## config.mk

```make
export PLATFORM = sky130hd
export DESIGN_NAME = calc_cmd_sequencer
export DESIGN_NICKNAME = d
export VERILOG_FILES = /design/src/rtl/calc_cmd_sequencer.sv
export SDC_FILE = /design/constraint.sdc
export NUM_CORES = 1
export LEC_CHECK = 0
export ABC_AREA = 1
export BUFFER_PORTS_ARGS = -buffer_cell sky130_fd_sc_hd__buf_2
export CORE_MARGIN = 2
export CORE_UTILIZATION = 61
export CTS_CLUSTER_DIAMETER = 40
export CTS_CLUSTER_SIZE = 10
export DETAILED_ROUTE_END_ITERATION = 6
export GPL_TIMING_DRIVEN = 0
export PLACE_DENSITY_LB_ADDON = 0.1
export SLEW_MARGIN = 30
export SYNTH_ARGS = -nofsm -noshare
export SYNTH_HDL_FRONTEND = slang
export SYNTH_SLANG_ARGS = --single-unit
export TNS_END_PERCENT = 50
```

## constraint.sdc

```tcl
create_clock -name ck -period 3.2 [get_ports ck]
set_input_delay 0.16 -clock ck [delete_from_list [all_inputs] [get_ports ck]]
set_output_delay 0.16 -clock ck [all_outputs]
set_load 0.02 [all_outputs]
```

## src/rtl/calc_cmd_sequencer.sv

```systemverilog
// Buffers host command words and releases whole programs to the stack calculator, one word per edge.
// Data is registered (1 edge after launch); host backpressure is in_ready = !full.
module calc_cmd_sequencer #(
    parameter int DEPTH = 16,
    parameter int CNT_W = 8
) (
    input  logic             ck,
    input  logic             rst_l,
    input  logic             in_valid,
    input  logic [19:0]      in_word,
    output logic             in_ready,
    output logic [19:0]      data,
    input  logic             finished,
    output logic             busy,
    output logic [CNT_W-1:0] prog_count,
    output logic             frame_err
);
    localparam int AW = $clog2(DEPTH);

    localparam logic [3:0] CMD_START = 4'h1;
    localparam logic [3:0] CMD_ENTER = 4'h2;
    localparam logic [3:0] CMD_ARITH = 4'h4;
    localparam logic [3:0] CMD_DONE  = 4'h8;

    localparam logic [1:0] S_IDLE   = 2'd0;
    localparam logic [1:0] S_STREAM = 2'd1;
    localparam logic [1:0] S_WAIT   = 2'd2;

    logic [19:0]      mem_q [DEPTH];
    logic [AW:0]      wr_ptr_q, wr_ptr_d;
    logic [AW:0]      rd_ptr_q, rd_ptr_d;
    logic [AW:0]      done_cnt_q, done_cnt_d;
    logic [1:0]       state_q, state_d;
    logic [19:0]      data_q, data_d;
    logic [CNT_W-1:0] prog_count_q, prog_count_d;
    logic             frame_err_q, frame_err_d;

    logic             empty, full, launch, push, pop;
    logic             push_done, pop_done;
    logic [19:0]      head;
    logic [3:0]       head_cmd;
    logic             head_legal;

    // Extra pointer MSB distinguishes full from empty when the indices match.
    assign empty    = (wr_ptr_q == rd_ptr_q);
    assign full     = (wr_ptr_q[AW] != rd_ptr_q[AW]) &&
                      (wr_ptr_q[AW-1:0] == rd_ptr_q[AW-1:0]);
    assign push     = in_valid && !full;
    assign head     = mem_q[rd_ptr_q[AW-1:0]];
    assign head_cmd = head[19:16];
    assign head_legal = (head_cmd == CMD_START) || (head_cmd == CMD_ENTER) ||
                        (head_cmd == CMD_ARITH) || (head_cmd == CMD_DONE);

    // A full FIFO launches anyway so programs longer than DEPTH still flow.
    assign launch    = (done_cnt_q != '0) || full;
    assign push_done = push && (in_word[19:16] == CMD_DONE);
    assign pop_done  = pop && (head_cmd == CMD_DONE);

    always_comb begin
        state_d      = state_q;
        data_d       = 20'h0;
        frame_err_d  = 1'b0;
        prog_count_d = prog_count_q;
        pop          = 1'b0;
        case (state_q)
            S_IDLE: begin
                if (launch && !empty) begin
                    pop         = 1'b1;
                    data_d      = head;
                    frame_err_d = (head_cmd != CMD_START);
                    if (head_cmd == CMD_DONE) begin
                        state_d      = S_WAIT;
                        prog_count_d = prog_count_q + CNT_W'(1);
                    end else begin
                        state_d = S_STREAM;
                    end
                end
            end
            S_STREAM: begin
                if (!empty) begin
                    pop         = 1'b1;
                    data_d      = head;
                    frame_err_d = (head_cmd == CMD_START) || !head_legal;
                    if (head_cmd == CMD_DONE) begin
                        state_d      = S_WAIT;
                        prog_count_d = prog_count_q + CNT_W'(1);
                    end
                end else begin
                    // Underrun: idle word to the calculator and flag the gap.
                    frame_err_d = 1'b1;
                end
            end
            S_WAIT: begin
                if (finished) state_d = S_IDLE;
            end
            default: state_d = S_IDLE;
        endcase
    end

    always_comb begin
        wr_ptr_d   = wr_ptr_q + (AW+1)'(push);
        rd_ptr_d   = rd_ptr_q + (AW+1)'(pop);
        done_cnt_d = done_cnt_q;
        if (push_done && !pop_done)      done_cnt_d = done_cnt_q + (AW+1)'(1);
        else if (pop_done && !push_done) done_cnt_d = done_cnt_q - (AW+1)'(1);
    end

    always_ff @(posedge ck) begin
        if (push) mem_q[wr_ptr_q[AW-1:0]] <= in_word;
    end

    always_ff @(posedge ck or negedge rst_l) begin
        if (!rst_l) begin
            wr_ptr_q     <= '0;
            rd_ptr_q     <= '0;
            done_cnt_q   <= '0;
            state_q      <= S_IDLE;
            data_q       <= 20'h0;
            prog_count_q <= '0;
            frame_err_q  <= 1'b0;
        end else begin
            wr_ptr_q     <= wr_ptr_d;
            rd_ptr_q     <= rd_ptr_d;
            done_cnt_q   <= done_cnt_d;
            state_q      <= state_d;
            data_q       <= data_d;
            prog_count_q <= prog_count_d;
            frame_err_q  <= frame_err_d;
        end
    end

    assign in_ready   = !full;
    assign data       = data_q;
    assign busy       = (state_q != S_IDLE);
    assign prog_count = prog_count_q;
    assign frame_err  = frame_err_q;
endmodule

```

[After elaboration in Yosys (flattened, before gate mapping)]
Memory sizes are Yosys's and may differ from the RTL's.
Index checks and enable logic that the tools add are counted.
Cells by class
  $add $sub $neg: 5
  eq/ne operators: 15
  multiplexer cells: 23
  reduce and logical (&&, ||, !) cells: 24
Operator list (count)
  two-way mux 20 bit: 2
  case mux 20 bit (2 select lines): 1
  two-way mux 8 bit: 3
  case mux 8 bit (2 select lines): 1
  adder 5 x 1 -> 5 bit: 2
  two-way mux 2 bit: 5
  two-way mux 5 bit: 2
  adder 8 x 1 -> 8 bit, second input constant: 1
  == test 4 bit, second input constant: 2
  != test 2 bit, second input constant: 4
  logical AND 1 bit: 7
  two-way mux 1 bit: 6
  case mux 2 bit (3 select lines): 1
  nonzero test 2 bit: 3
  adder 5 x 1 -> 5 bit, second input constant: 1
  == test 5 bit: 1
  zero test 1 bit: 5
  logical OR 1 bit: 5
  nonzero test 5 bit: 1
  subtractor 5 x 1 -> 5 bit, second input constant: 1
  == test 4 x 1 -> 1 bit, second input constant: 1
  == test 4 x 2 -> 1 bit, second input constant: 1
  == test 4 x 3 -> 1 bit, second input constant: 1
  == test 4 bit: 1
  8 further kinds: 9
Word-level totals
  register bits after elaboration: 46
  memory bits (writable): 320
  input port bits: 24
  output and inout port bits: 31
  word-level logic and storage cells: 75
  memories kept: 1
Memories
  mem_q: words 16, bits a word 20, read ports 1, clocked after memory_dff 0, wr ports 1, line 29  | logic [19:0] mem_q [DEPTH];

[Logic depth before layout (Yosys ltp)]
  depth in word-level cells: 10
  depth in mapped cells: 23
  gate-level depth less buffers: 20

[Worst setup path before layout]
No wires, ideal clock.
  kind: register -> register
  start point: register rd_ptr_q[1]
  end point: register done_cnt_q[4]
  library setup time: 125 ps
  arrival time: 2640 ps
  required time: 3075 ps
  slack: 434 ps
  cell stages (with the launch flop): 20
  buffers on the path: 2
  period minus slack after synthesis: 2766 ps
  path through: dfrtp_1 buf_6 xor2_1 nor2_2 nand2_1 nand2_1 nand2_1 o21ai_2 nand3_2 buf_6 ha_1 inv_1 ha_1 a21oi_1 nor2_1 nor2_1 nand2_1 nand2_1 nor2_1 xor2_1
Between the ends
  longest elaborated chain between the ends: 10
  elaborated cells between the ends (all ways): 21
  those cells by class: 3 x eq/ne; 4 x mux; 13 x reduce/logical; 1 x memory
RTL lines
  start, declared: line 31  | logic [AW:0] rd_ptr_q, rd_ptr_d;
  start signal, assigned: line 123  | rd_ptr_q <= rd_ptr_d;
  parallel branches: the longest is 10 deep, another holds memory (16 x 20 bit)
  end signal, assigned: line 124  | done_cnt_q <= done_cnt_d;
  end, declared: line 32  | logic [AW:0] done_cnt_q, done_cnt_d;
Parallel ways; which one is timed is not known.
A chain may end at the register's enable or synchronous reset.

[Worst setup path after layout]
  start point: register rd_ptr_q[0]
  end point: register done_cnt_q[4]
The elaborated chain is that of the path after synthesis.

==> metrics.yaml <==
sta:
  fin_crit_ns: 3.103
  setup_ws_ns: 0.09688
  finalCritPeriodShare: 0.9697
  whs_ns: 0.02440
  tightest_slew_ns: 0.7134
  slew_viol_final: 0
  setup_viol: 0
  max-slew-margin-rel: 0.5244
  final.setup.tns_ns: 0
  clock_skew_ns: 0.01688
  max_freq_ghz: 0.3223
  hold_viol: 0
logic_synthesis:
  synth.cell_area_mm2: 0.01478
  ys_seq_elements: 366
  syn_inst: 1207
  ys_async_sr_fraction: 0.1257
  seq_area_frac_synth: 0.7278
  ys_warn_count: 0
  synth_edf_count: 320
  ys_dominant_reg_cell: "edfxtp_1"
  syn_nets: 1241
  ys_types: 32
  syn_avg_cell_area_um2: 12.25
critical_path:
  crit_type: "register to register"
  crit_arrival_ns: 3.57
  cp-start-kind: "register"
  crit_start: "rd_ptr_q[0]"
  cp_max_fo: 10
  worstPathRequired_ns: 3.66
  r2r_start: "rd_ptr_q[0]"
  end_kind: "register"
place:
  hpwl_um: 24520
  gp_congestion: 0.8543
  place_inst: 1596
  port_buffers: 54
  dp_slack_ns: -0.1017
route:
  ant_nets: 0
  drc_errors: 0
  route.detailed.wl_per_inst_um: 23.38
  drtPass1Iterations: 6
  num_vias: 10100
  avgViaCountPerCell: 6.021
  drt_wl_total_um: 39230
  drt_iter0_drc: 1302
clock_network:
  cts_buffers: 45
  htree_levels: 2
  clk_pin_slew_ns: 0.06
  clockBufferDepth: 3
  insertion_delay_ns: 0.54
  cts_tree: "built"
  clock-sinks: 366
  root_buffer: "clkbuf_16"
global_routing:
  grt_overflow: 0
  grt_max_degree: 47
  grt_pass1_vias: 10060
  grt_usage: 0.3131
  grt_pass1_wl_um: 59420
  antenna_found_initial: 0
cells_and_area:
  nNetsFinal: 1362
  diodes: 0
  drive_above_1_share: 0.1479
  areaGrowthSynthToFinish_pct: 18.40
  final_cells: 1678
power:
  p_leak_nw: 6.568
  total_power_w: 0.01744
  p_per_area_mw_per_mm2: 996.6
  ir_drop_v: 0.0006006
die:
  num_rows: 56
  initial_utilization: 0.6261
  die_area_mm2: 0.02550
  core_mm2: 0.02361
  io_pins: 55
  die_x_um: 159.7
  die_h_um: 159.7
status:
  status: "finished, final reports clean"
run:
  max_cap_violations: 0
hold_path:
  min_from: "in_word[5]"
  min_path_type: "primary input to register"
[placed cells by master, fill, tap and decap left out, drive strengths merged, types with 2 or more instances in the layout]
cell / instances
nor3: 2
o22ai: 40
inv: 87
xnor2: 9
a21oi: 6
buf: 104
o211ai: 8
edfxtp: 320
dlygate4sd3: 2
dfrtp: 46
nand3: 69
ha: 9
nand2: 184
clkinv: 3
clkbuf: 107
xor2: 10
o221ai: 24
nor2: 176
bufinv: 2
o21ai: 143
or2: 2
[critical path: stages, from the launching register on]
cell	delay (ns)
dfrtp_1	0.41
buf_8	0.17
buf_4	0.18
nor2_1	0.12
nor2_1	0.06
o21ai_0	0.08
nand3_1	0.14
nand3_2	0.11
nand2_4	0.09
nor2_4	0.12
nand3_2	0.09
buf_6	0.17
ha_4	0.17
inv_2	0.09
ha_1	0.28
a21oi_2	0.15
nor2_1	0.05
nor2_1	0.15
nor2_1	0.08
nor2_1	0.16
xor2_1	0.15
[state kept, by name, indices dropped and copies added, names as in the netlist]
name / cells
mem_q: 320
wr_ptr_q: 5
state_q: 2
data: 20
prog_count: 8
rd_ptr_q: 5
done_cnt_q: 5
frame_err: 1
[final timing paths]
check	to	depth (start not counted)	slack, ns
max	done_cnt_q[4]	20	0.1
min	mem_q[7][5]	1	0.02
max reg2reg	done_cnt_q[4]	20	0.1
min reg2reg	done_cnt_q[4]	1	0.50
max in group asynchronous	data[5]	2	2.49
min in group asynchronous	data[2]	2	0.24
[cell families after synthesis]
kind of cell               count (synthesis)  share of synthesized area
adders and majority gates                 10                   0.008971
buffers and inverters                    154                    0.04621
and+or+nand+nor                          435                     0.1183
DFF                                      366                     0.7278
AOI/OAI and AO/OA                        223                    0.08742
xor gates and xnor gates                  19                    0.01126
[layer usage]
| metal | wire, um | GRT usage |
|---|---|---|
| met4 | 1484 | 0.1231 |
| met3 | 3933 | 0.05688 |
| met5 | 0 | 0 |
| met1 | 14780 | 0.4182 |
| met2 | 19030 | 0.5173 |
[Yosys cell counts, types with 9 or more instances]
| cell type | instances | area [um2] |
|---|---|---|
| buf_2 | 16 | 80.08 |
| clkbuf_1 | 34 | 127.6 |
| dfrtp_1 | 46 | 1151 |
| edfxtp_1 | 320 | 9609 |
| ha_1 | 9 | 112.6 |
| inv_1 | 82 | 307.8 |
| nand2_1 | 184 | 690.7 |
| nand3_1 | 67 | 335.3 |
| nor2_1 | 173 | 649.4 |
| o21ai_0 | 131 | 655.6 |
| o21ai_1 | 9 | 45.04 |
| o221ai_1 | 24 | 210.2 |
| o22ai_1 | 40 | 250.2 |
| xnor2_1 | 9 | 78.83 |
| xor2_1 | 10 | 87.58 |
[stage by stage]
step | utilization | cell area [um2]
after floorplan | - | 14780
after global placement | 0.6545 | 15450
after detailed placement | 0.6767 | 15980
after CTS | 0.7379 | 17420
after global routing | 0.7413 | 17500
final | 0.7413 | 17500
[area by class of cell]
cell class / instances / area [um2]
Buffer: 67 / 371.6
Fill cell: 1574 / 6108
Clock buffer: 72 / 1310
Multi-Input combinational cell: 687 / 3527
Inverter: 87 / 331.6
Clock inverter: 6 / 93.84
Timing Repair Buffer: 74 / 710.7
Tap cell: 319 / 399.1
Sequential cell: 366 / 10760
[report_power, final]
group	total [W]	internal (W)	switching, W
logic	0.00649	0.00195	0.00455
clock network	0.00478	0.00295	0.00184
registers	0.00617	0.00591	0.000256
[repair_timing]
action / 4_1_cts / 5_1_grt
hold buffers: 2 / 0
setup endpoints to repair: 2 / 2
endpoints found under the hold margin: 47 / 0
resized for setup: 7 / 17
pin swaps: 2 / 3
setup buffers: 1 / 1
Note: power is estimated with default switching activity, not from simulation.
